==> src/rtl/gost89_ecb_engine.sv <==
// Iterative GOST 28147-89 ECB engine: one Feistel round per clock, 32 rounds per block.
// A load starts an operation, and the result appears in `out` 33 clocks after the load.
module gost89_ecb_engine (
  input  logic         clk,
  input  logic         reset,
  input  logic         mode,
  input  logic         load_data,
  input  logic [511:0] sbox,
  input  logic [255:0] key,
  input  logic [63:0]  in,
  output logic [63:0]  out,
  output logic         busy
);

  typedef enum logic [0:0] {
    ST_IDLE = 1'b0,
    ST_RUN  = 1'b1
  } state_t;

  state_t      state_reg, state_next;
  logic [5:0]  counter_reg, counter_next;
  logic [31:0] n1_reg, n1_next;
  logic [31:0] n2_reg, n2_next;
  logic        mode_reg, mode_next;
  logic [63:0] out_reg, out_next;

  logic [31:0] subkey [8];
  logic [3:0]  sbox_tab [8][16];
  logic [4:0]  round_idx;
  logic [2:0]  key_idx;
  logic [31:0] round_key;
  logic [31:0] sum_word;
  logic [31:0] sub_word;
  logic [31:0] f_word;
  logic        fwd_order;

  // Unpack the wide static inputs into indexable tables.
  for (genvar gi = 0; gi < 8; gi++) begin : g_subkey
    assign subkey[gi] = key[255-32*gi -: 32];
  end

  for (genvar gi = 0; gi < 8; gi++) begin : g_sbox_row
    for (genvar gj = 0; gj < 16; gj++) begin : g_sbox_col
      assign sbox_tab[gi][gj] = sbox[511-64*gi-4*gj -: 4];
    end
  end

  // Key schedule: forward order for the first 24 (encrypt) or 8 (decrypt)
  // rounds, reversed order afterwards.
  assign round_idx = counter_reg[4:0];
  assign fwd_order = mode_reg ? (round_idx < 5'd8) : (round_idx < 5'd24);
  assign key_idx   = fwd_order ? round_idx[2:0] : ~round_idx[2:0];
  assign round_key = subkey[key_idx];

  // Round function: add key, substitute each nibble, rotate left by 11.
  assign sum_word = n1_reg + round_key;

  for (genvar gi = 0; gi < 8; gi++) begin : g_subst
    assign sub_word[4*gi +: 4] = sbox_tab[gi][sum_word[4*gi +: 4]];
  end

  assign f_word = {sub_word[20:0], sub_word[31:21]};

  always_comb begin
    state_next   = state_reg;
    counter_next = counter_reg;
    n1_next      = n1_reg;
    n2_next      = n2_reg;
    mode_next    = mode_reg;
    out_next     = out_reg;

    if (load_data) begin
      // A load wins over reset and over an operation already in flight.
      n1_next      = in[63:32];
      n2_next      = in[31:0];
      mode_next    = mode;
      counter_next = 6'd0;
      state_next   = ST_RUN;
      if (reset) begin
        out_next = 64'd0;
      end
    end else begin
      case (state_reg)
        ST_RUN: begin
          if (counter_reg == 6'd32) begin
            out_next   = {n2_reg, n1_reg};
            state_next = ST_IDLE;
          end else begin
            n1_next      = n2_reg ^ f_word;
            n2_next      = n1_reg;
            counter_next = counter_reg + 6'd1;
          end
        end
        default: begin
          state_next = ST_IDLE;
        end
      endcase
    end
  end

  always_ff @(posedge clk) begin
    if (reset && !load_data) begin
      state_reg   <= ST_IDLE;
      counter_reg <= 6'd0;
      out_reg     <= 64'd0;
    end else begin
      state_reg   <= state_next;
      counter_reg <= counter_next;
      n1_reg      <= n1_next;
      n2_reg      <= n2_next;
      mode_reg    <= mode_next;
      out_reg     <= out_next;
    end
  end

  assign out  = out_reg;
  assign busy = (state_reg == ST_RUN);

endmodule

==> config.mk <==
export PLATFORM = sky130hd
export DESIGN_NAME = gost89_ecb_engine
export DESIGN_NICKNAME = d
export VERILOG_FILES = /design/src/rtl/gost89_ecb_engine.sv
export SDC_FILE = /design/constraint.sdc
export NUM_CORES = 1
export LEC_CHECK = 0
export CAP_MARGIN = 20
export CORE_AREA = 2 2 354 356
export DETAILED_ROUTE_END_ITERATION = 16
export DIE_AREA = 0 0 356 358
export GPL_TIMING_DRIVEN = 0
export PLACE_DENSITY_LB_ADDON = 0.12
export SLEW_MARGIN = 15
export SYNTH_ARGS = -nofsm -noshare
export SYNTH_HDL_FRONTEND = slang
export SYNTH_SLANG_ARGS = --single-unit
==> constraint.sdc <==
create_clock -name clk -period 16.55 [get_ports clk]
set_clock_uncertainty 0.1 [all_clocks]
set_input_delay 2.4825 -clock clk [delete_from_list [all_inputs] [get_ports clk]]
set_output_delay 2.4825 -clock clk [all_outputs]
set_load 0.01 [all_outputs]
* Word level (Yosys, flattened, before mapping)
Index checks and enable logic that the tools add are counted.
** Storage, ports and cells
- Bits in registers :: 136
- Bits of input ports :: 836
** Operators by class
- $add $sub $neg :: 2
- $lt $le $gt $ge :: 11
- Equal/unequal tests :: 3
- Mux-type cells :: 42
- Bitwise logic cells :: 13
- Reductions and logical operators :: 9
** Operator list (count)
- $mux W32 :: 8
- $mux W64 :: 4
- $bmux W4 S4 :: 8
- $bmux W32 S3 :: 1
- $mux W4 :: 16
- $ge A5 B5 Y1 const B :: 8
- $not A4 Y5 :: 8
- $add A32 B32 Y32 :: 1
- $xor A32 B32 Y32 :: 1
- $add A6 B1 Y6 const B :: 1
- $eq A6 B6 Y1 const B :: 1
- $reduce_and A3 Y1 :: 2
- $lt A5 B4 Y1 const B :: 1
- $lt A5 B5 Y1 const B :: 1
- $ge A4 B4 Y1 const B :: 1
- $mux W1 :: 4
- $ne A2 B2 Y1 const B :: 2
- $not A3 Y4 :: 1
- $reduce_and A2 Y1 :: 2
- $reduce_bool A2 Y1 :: 2
- $mux W3 :: 1
- $not A3 Y3 :: 1
- $not A1 Y1 :: 2
- $reduce_or A2 Y1 :: 1
- other kinds (2) :: 2

* Depth between registers and ports, before layout
Gate-level depths: netlist (run 1).
- Word-level depth :: 16
- Depth in mapped cells :: 20
- Gate-level depth less buffers :: 17

* Worst setup path after synthesis (run 1)
OpenSTA, ideal clock, no wires.
- Kind :: input to register
- Start :: input key[224]
- End :: register n1_reg[25] (data pin)
- Setup time :: 0.260 ns
- Data arrival time :: 6.829 ns
- Required time :: 16.190 ns
- Slack :: 9.361 ns
- Stages on the path :: 15
- Path buffers :: 1
- Path through :: mux4_2 -> mux2_2 -> ha_1 -> fa_1 -> a211oi_1 -> nor2_1 -> o41ai_2 -> a31oi_1 -> xor2_1 -> buf_2 -> mux4_2 -> a211oi_1 -> a21oi_1 -> xor2_1 -> mux2_2
** On the way
- Word-level cells in the longest chain between the ends :: 12
** Ends and longest elaborated chain
- from (decl) :: line 9 : input logic [255:0] key,
- $bmux W32 S3 :: line 53 : assign round_key = subkey[key_idx];
- $mux W32 (implied by the code) (2 in a row) :: line 53
- $add A32 B32 Y32 :: line 56 : assign sum_word = n1_reg + round_key;
- $not A4 Y5 (implied by the code) :: line 59 : assign sub_word[4*gi +: 4] = sbox_tab[gi][sum_word[4*gi +: 4]];
- $bmux W4 S4 :: line 59
- $mux W4 (implied by the code) (2 in a row) :: line 59
- $xor A32 B32 Y32 :: line 89 : n1_next = n2_reg ^ f_word;
- $mux W32 :: line 85 : if (counter_reg == 6'd32) begin
- $mux W32 :: line 83 : case (state_reg)
- $mux W32 :: line 72 : if (load_data) begin
- named net n1_next[25] :: line 22 : logic [31:0] n1_reg, n1_next;
- to (signal assigned) :: line 109 : n1_reg <= n1_next;
- to (decl) :: line 22
The timed path passes the listed nets, and every way through them passes these cells. The select of a mux whose other input is x is not followed.
A chain may end at the register's enable or synchronous reset.

* Worst setup path after layout (run 1)
- Start :: input key[128]
- End :: register n1_reg[30] (data pin)
The elaborated chain is that of the path after synthesis.

==> summary.md, run 1 <==
| Metric | Value |
|---|---|
| Highest achievable clock rate | 118 MHz |
| Worst slew margin relative to its limit | 0.239 |
| Max VDD drop | 0.0946 mV |
| Netlist cell types | 66 |
| Time the worst path needs with I/O delays and setup | 8.44 ns |
| Std-Cell Core Area | 123000 µm² |
| Crit path cell chain | clkdlybuf4s50_1 > mux4_2 > mux2_2 > ha_1 > fa_1 > a211oi_1 > nor2_1 > o41ai_2 > a21oi_1 > nand2b_1 > xor2_2 > buf_2 > mux4_2 > mux2i_1 > mux2i_1 > xor2_1 > mux2_2 |
| Worst hold endpoint | out[12] |
| Static leakage | 9.02 nW |
| Clock Sink Count | 136 |
| Area enclosed by the die boundary | 127000 µm² |
| Critical Path Source | key[128] |
| Wire length per cell | 26.7 µm |
| Worst path top cell family by delay | multiplexers |
| Met2 GRT Util | 0.279 |
| Number of placed cells counting well taps | 3663 |
| HPWL after detailed placement | 88.2 mm |
| Hold Buf Count CTS | 0 |
| Pwr Total | 0.00437 W |
| Type of origin of the critical path | primary input |
| Net count of the mapped netlist | 1982 |
| Clock tree from TritonCTS | built |
| Clock insertion delay at the later pin of the skew report | 0.49 ns |
| Data arrival, critical path | 8.58 ns |
| R2r startpoint | mode_reg |
| Max-cap violations | 0 |
| Via count of the routed design | 14300 |
| Max Fanout on Critical Path | 10 |
| Worst flop-to-flop path endpoint | n1_reg[30] |
| Post-synth EDFFs | 65 |
| Synth async-reset ratio | 0 |
| Layout cells sized above 1 | 0.171 |
| Final Wtd Congestion | 0.935 |
| DRC violation count after routing | 0 |
| Slowest stage cell, crit path | sky130_fd_sc_hd__o41ai_2 |
| Most used routing layer | met2 |
| Via count of the first global-routing pass | 15700 |
| Routed WL | 98.9 mm |
| Number of post-CTS setup repair buffers | 0 |
| Ratio of routed vias to standard cells | 3.85 |
| Maximum number of buffers from clock root to sink | 2 |
| Most used flip-flop cell after synthesis | sky130_fd_sc_hd__dfxtp_1 |
| RSZ-0062 raised after global routing | no |
| TritonCTS buffer count | 17 |
| Slew at the pin with the worst max-slew slack | 1.13 ns |
| Final setup fails | 0 |
| Stage delay of the slowest cell on the critical path | 0.75 ns |
| Fin. max-slew vios | 0 |
| Post-synth top area cell | sky130_fd_sc_hd__mux4_2 |
| Count of buffers inserted at the top-level ports | 900 |
| Root cell of the clock tree | sky130_fd_sc_hd__clkbuf_16 |
| Worst hold slack | 0.378 ns |
| Top-level port count | 901 |
| Synth Area per Inst | 12.1 µm² |
| Share of the synthesized area in the top cell type | 0.276 |
| Wire length of the first global-routing pass | 130 mm |
| Global routing usage on met1 | 0.170 |
| Commonest cells in the netlist | sky130_fd_sc_hd__mux4_2 (164), sky130_fd_sc_hd__mux2i_1 (121), sky130_fd_sc_hd__mux2_2 (97) |
| Result of the run | finished, final reports clean |
| Total GRT Usage | 0.150 |
| Leftover overflow at the end of global routing | 0 |
| Layout fillers | 13400 |
| Standard-cell rows | 129 |
| CTS H-tree depth | 4 |
| Flop2flop setup slack | 8.37 ns |
| Mapped Cells | 1111 |
| Hold wc startpoint | out[12] |
| Maximum number of pins on one net before global-route repair | 41 |
| Met3 GRT Util | 0.0320 |
| Ratio of total power to cell area | 172 nW/µm² |
| Number of standard cells in the final layout excluding fillers | 3708 |
| Number of synthesized register bits | 136 |
| Die span in x | 356 µm |
| Area growth from synthesis to final layout | 89.4% |
| Fin crit share | 0.510 |
| Initial antenna violation count | 18 |
| Synthesis Warnings | 0 |
| Endpoint kind of the worst setup timing path | flop |
| Reg2reg path depth | 20 |
| Sequential fraction of the synthesis area | 0.252 |
| Clock-pin slew on the worst setup and hold paths | 0.06 ns |
| Depth of the worst hold-timing path | 1 |
| Cell with the most instances after synthesis | sky130_fd_sc_hd__mux4_2 |
| Layout Nets | 2921 |
| Setup TNS Final | 0 ns |
| Detailed Route Iter0 Violations | 700 |
| First-pass detailed-route iteration total | 5 |
| Initial core utilization | 0.109 |
| Final hold violations | 0 |
| Area contributors post-synth | sky130_fd_sc_hd__mux4_2 (28%), sky130_fd_sc_hd__edfxtp_1 (15%), sky130_fd_sc_hd__dfxtp_1 (11%), sky130_fd_sc_hd__mux2i_1 (9.0%), sky130_fd_sc_hd__mux2_2 (8.2%) |
| Die height | 358 µm |
| Buffer and inverter count on the worst path | 2 |
| Number of flip-flops in the largest register | 64 |
| Remaining antenna violation count | 0 |
| Class of the tightest hold or removal check | reg -> reg |
| Syn Std Cell Area | 13400 µm² |
| Post-CTS sizing | 0 |
| Critical Path RT | 16.68 ns |
| Crit Path Class | in -> reg |
-- kinds of logic after synthesis --
group | count (synthesis) | synth area share
xor gates and xnor gates | 59 | 0.0403
buffers and inverters | 91 | 0.0273
DFF | 136 | 0.252
AOI/OAI and AO/OA | 252 | 0.139
and+or+nand+nor | 155 | 0.0600
muxes | 382 | 0.448
adders and majority gates | 36 | 0.0340
-- how the worst max path moves through the flow --
stage / to / cells past startpoint
after CTS: n1_reg[30] / 20
after detailed placement: n1_reg[29] / 17
after global placement: n1_reg[31] / 18
after floorplan: n1_reg[25] / 15
final: n1_reg[30] / 17
after global routing: n1_reg[30] / 20
-- layout make-up --
| type | instances | area [µm²] | share of cell area |
|---|---|---|---|
| sequential | 136 | 3370 | 0.133 |
| clock inverter | 14 | 126 | 0.00498 |
| antenna | 8 | 20.0 | 0.000789 |
| clock buffer | 18 | 439 | 0.0173 |
| tap | 1637 | 2050 | 0.0808 |
| timing repair buffer | 920 | 9240 | 0.364 |
| inverter | 14 | 52.6 | 0.00207 |
| buffer | 77 | 322 | 0.0127 |
| multi-input combinational | 884 | 9740 | 0.384 |
-- where the power goes --
group	internal [W]	switching, W
sequential	0.000462	0.000108
clock	0.000201	0.000185
combinational	0.00162	0.00179
-- worst reg2reg max path: stages (launching register included) --
cell and delay, ns:
sky130_fd_sc_hd__edfxtp_1 0.38, sky130_fd_sc_hd__maj3_1 0.56, sky130_fd_sc_hd__xnor2_2 0.27, sky130_fd_sc_hd__buf_6 0.20, sky130_fd_sc_hd__clkbuf_1 0.66, sky130_fd_sc_hd__mux4_2 0.61
sky130_fd_sc_hd__mux2_2 0.27, sky130_fd_sc_hd__ha_1 0.21, sky130_fd_sc_hd__fa_1 0.49, sky130_fd_sc_hd__a211oi_1 0.24, sky130_fd_sc_hd__nor2_1 0.16, sky130_fd_sc_hd__o41ai_2 0.76
sky130_fd_sc_hd__a21oi_1 0.34, sky130_fd_sc_hd__nand2b_1 0.30, sky130_fd_sc_hd__xor2_2 0.60, sky130_fd_sc_hd__buf_2 0.48, sky130_fd_sc_hd__mux4_2 0.57, sky130_fd_sc_hd__mux2i_1 0.16
sky130_fd_sc_hd__mux2i_1 0.11, sky130_fd_sc_hd__xor2_1 0.18, sky130_fd_sc_hd__mux2_2 0.27
-- metal layers --
layer / vias to the layer above / part of all wire
li1: 6497 / -
met1: 7145 / 0.39
met2: 544 / 0.53
met3: 64 / 0.055
met4: 14 / 0.019
met5: - / 0.00096
-- cells in the final DEF (no fill, tap or decap), types with 5 or more instances in the layout --
cell and n:
sky130_fd_sc_hd__o21ai_0 24, sky130_fd_sc_hd__a31oi_1 6, sky130_fd_sc_hd__mux2i_1 121, sky130_fd_sc_hd__xnor2_1 12
sky130_fd_sc_hd__a22oi_1 16, sky130_fd_sc_hd__o21a_1 6, sky130_fd_sc_hd__clkbuf_2 6, sky130_fd_sc_hd__buf_2 9
sky130_fd_sc_hd__nand2b_1 7, sky130_fd_sc_hd__nor2b_1 16, sky130_fd_sc_hd__clkbuf_1 55, sky130_fd_sc_hd__nor2_1 28
sky130_fd_sc_hd__nand4_1 18, sky130_fd_sc_hd__clkbuf_16 17, sky130_fd_sc_hd__edfxtp_1 65, sky130_fd_sc_hd__mux4_2 164
sky130_fd_sc_hd__a21oi_1 52, sky130_fd_sc_hd__buf_6 14, sky130_fd_sc_hd__a22o_1 67, sky130_fd_sc_hd__ha_1 34
sky130_fd_sc_hd__o211ai_1 6, sky130_fd_sc_hd__mux2_2 97, sky130_fd_sc_hd__a2111o_1 9, sky130_fd_sc_hd__a211oi_1 11
sky130_fd_sc_hd__inv_1 13, sky130_fd_sc_hd__diode_2 8, sky130_fd_sc_hd__nand3_1 6, sky130_fd_sc_hd__buf_1 5
sky130_fd_sc_hd__xnor2_2 10, sky130_fd_sc_hd__inv_6 5, sky130_fd_sc_hd__xor2_1 35, sky130_fd_sc_hd__a221oi_1 10
sky130_fd_sc_hd__a21o_1 19, sky130_fd_sc_hd__clkdlybuf4s50_1 900, sky130_fd_sc_hd__nand2_1 46, sky130_fd_sc_hd__dfxtp_1 71
-- per-stage QoR --
step	utilization	instance area, µm²	setup WS (ns)
floorplan	-	13400	9.36
global placement	0.198	24400	6.91
detailed placement	0.201	24700	7.48
CTS	0.205	25300	7.87
global route	0.206	25400	7.80
finish	0.206	25400	8.11
(Power assumes the default switching activity.)
==> run 2, diff against run 1 <==
CORE_AREA = 2 2 346 348   (was 2 2 354 356)
DIE_AREA = 0 0 348 350   (was 0 0 356 358)
clock period = 7.45 ns   (was 16.55 ns; I/O delays follow)
==> run 2 against run 1 <==
Worst hold slack is essentially flat. Count of clock-buffer cells in the layout grew 1. Critical endpoint is now n1_reg[27]. First-iteration DRC count shrank 10%. Register-to-register slack lost 8.0 ns. Final cell count shrank 2.9%. Largest cell class unchanged.
==> summary.md, run 2 (synthesis results as in run 1) <==
| Metric | Value |
|---|---|
| Result of the run | finished, final reports clean |
| Standard-cell rows | 126 |
| Slew at the pin with the worst max-slew slack | 1.06 ns |
| Slowest stage cell, crit path | sky130_fd_sc_hd__mux4_2 |
| Clock Sink Count | 136 |
| Detailed Route Iter0 Violations | 627 |
| Leftover overflow at the end of global routing | 0 |
| Area growth from synthesis to final layout | 89.7% |
| DR top layer | met5 |
| Time the worst path needs with I/O delays and setup | 7.09 ns |
| Remaining antenna violation count | 0 |
| DRC violation count after routing | 0 |
| First-pass detailed-route iteration total | 5 |
| Count of buffers inserted at the top-level ports | 900 |
| Highest achievable clock rate | 141 MHz |
| Wire length on met3 | 5.48 mm |
| HPWL after detailed placement | 89.3 mm |
| Routed WL | 101 mm |
| Via count of the routed design | 14300 |
| Stage delay of the slowest cell on the critical path | 0.55 ns |
| Number of flip-flops in the largest register | 64 |
| Area of placed instances | 24600 µm² |
| Maximum number of buffers from clock root to sink | 2 |
| Static leakage | 9.07 nW |
| Fin. max-slew vios | 0 |
| Wire length on met1 | 39.7 mm |
| Crit Path Class | reg -> reg |
| Worst setup slack after layout | 0.364 ns |
| Fin crit share | 0.951 |
| Most common library cell in the layout ignoring fill and taps | sky130_fd_sc_hd__clkdlybuf4s50_1 |
| Number of placed cells counting well taps | 3559 |
| Ratio of total power to cell area | 388 nW/µm² |
| Class of the tightest hold or removal check | reg -> reg |
| Post-Layout Inst Area | 25400 µm² |
| Ratio of routed vias to standard cells | 3.99 |
| Total GRT Usage | 0.159 |
| Die span in x | 348 µm |
| Die height | 350 µm |
| Initial core utilization | 0.114 |
| Std-Cell Core Area | 118000 µm² |
| Initial antenna violation count | 26 |
| Max-cap violations | 0 |
| Worst slew margin relative to its limit | 0.295 |
| Max VDD drop | 0.194 mV |
| Commonest cells after routing, fill and taps aside | sky130_fd_sc_hd__clkdlybuf4s50_1 (900), sky130_fd_sc_hd__mux4_2 (164), sky130_fd_sc_hd__mux2i_1 (118) |
| Via count of the first global-routing pass | 15600 |
| Area enclosed by the die boundary | 122000 µm² |
| Final setup fails | 0 |
| Root cell of the clock tree | sky130_fd_sc_hd__clkbuf_16 |
| Final Wtd Congestion | 0.879 |
| Clock-pin slew on the worst setup and hold paths | 0.07 ns |
| Layout cells sized above 1 | 0.179 |
| Max Fanout on Critical Path | 10 |
| Core occupancy in the finished layout | 0.216 |
| Crit path cell chain | maj3_2 > xnor2_4 > buf_8 > clkbuf_4 > mux4_2 > mux2_2 > ha_1 > fa_1 > a211oi_1 > nor2_1 > o41ai_4 > buf_4 > a21oi_2 > nand2b_1 > xor2_4 > buf_4 > mux4_2 > mux2i_1 > mux2i_1 > xor2_1 > mux2_2 |
| Clock tree from TritonCTS | built |
| Maximum number of pins on one net before global-route repair | 42 |
| Critical Path RT | 7.57 ns |
| TritonCTS buffer count | 17 |
| Endpoint kind of the worst setup timing path | flop |
| CTS H-tree depth | 4 |
| Data arrival, critical path | 7.20 ns |
| Total met2 wirelength after detailed routing | 54.1 mm |
| Wire length of the first global-routing pass | 132 mm |
| Final hold violations | 0 |
| Setup TNS Final | 0 ns |
| Number of standard cells in the final layout excluding fillers | 3599 |
| RSZ-0062 raised after global routing | no |
| Type of origin of the critical path | flop |
| Top-level port count | 901 |
| Placement-stage worst setup slack | -2.30 ns |
| Layout fillers | 12700 |
| Clock insertion delay at the later pin of the skew report | 0.47 ns |
| Wire length per cell | 28.0 µm |
| Layout Nets | 2917 |
run 2: cell count changes in the layout (fill, tap and decap cells not counted), sizes merged:
| cell | delta |
|---|---|
| buf | -6 |
| diode | -4 |
| clkbuf | +3 |
| clkinv | -2 |
| bufinv | +1 |
| clkinvlp | +1 |
| inv | -1 |
run 2: worst max-delay path, delay by kind of cell, from the launching register on:
family,cells,cell delay (ns)
buffers and inverters,4,1.11
multiplexers,6,2.08
AO/OA/AOI/OAI,3,0.68
flip-flops,1,0.36
XOR/XNOR,3,0.88
adder cells (fa/ha/maj),3,1.16
AND/OR/NAND/NOR,2,0.42
run 2: final timing paths:
path	startpoint	end	slack, ns	cells after the start
max	counter_reg[3]	n1_reg[27]	0.36	21
min reg2reg	out[56]	out[56]	0.38	1
max reg2reg	counter_reg[3]	n1_reg[27]	0.36	21
min	out[56]	out[56]	0.38	1
run 2: per-layer routing:
metal	global-route usage	vias to the layer above
met5	0	-
met4	0.0292	6
met3	0.0362	60
met2	0.303	573
met1	0.180	7217
li1	-	6490
run 2: timing repair:
item | in CTS | in global routing
hold buffers | 0 | 0
resized for setup | 35 | 7
setup endpoints to repair | 32 | 21
setup buffers | 3 | 0
pin swaps | 3 | 0
run 2: through the flow:
stage | power, W | hold WS (ns)
floorplan | 0.00612 | 0.358
global placement | 0.00890 | 0.366
detailed placement | 0.00901 | 0.363
CTS | 0.0102 | 0.383
global route | 0.0106 | 0.393
finish | 0.00985 | 0.378
run 2: where the power goes:
group	internal [W]	switching (W)	leakage, nW	total, W
registers	0.00102	0.000230	1.23	0.00125
clock network	0.000488	0.000407	0.287	0.000895
logic	0.00363	0.00408	7.56	0.00770
total	0.00514	0.00471	9.07	0.00985
run 2: area by class of cell:
type | count | area, µm² | share of cell area
multi-input combinational | 884 | 9870 | 0.389
timing repair buffer | 916 | 9220 | 0.363
sequential | 136 | 3370 | 0.133
tap | 1536 | 1920 | 0.0757
clock buffer | 19 | 453 | 0.0178
buffer | 77 | 355 | 0.0140
clock inverter | 13 | 134 | 0.00527
inverter | 14 | 52.6 | 0.00207
antenna | 4 | 10.0 | 0.000394
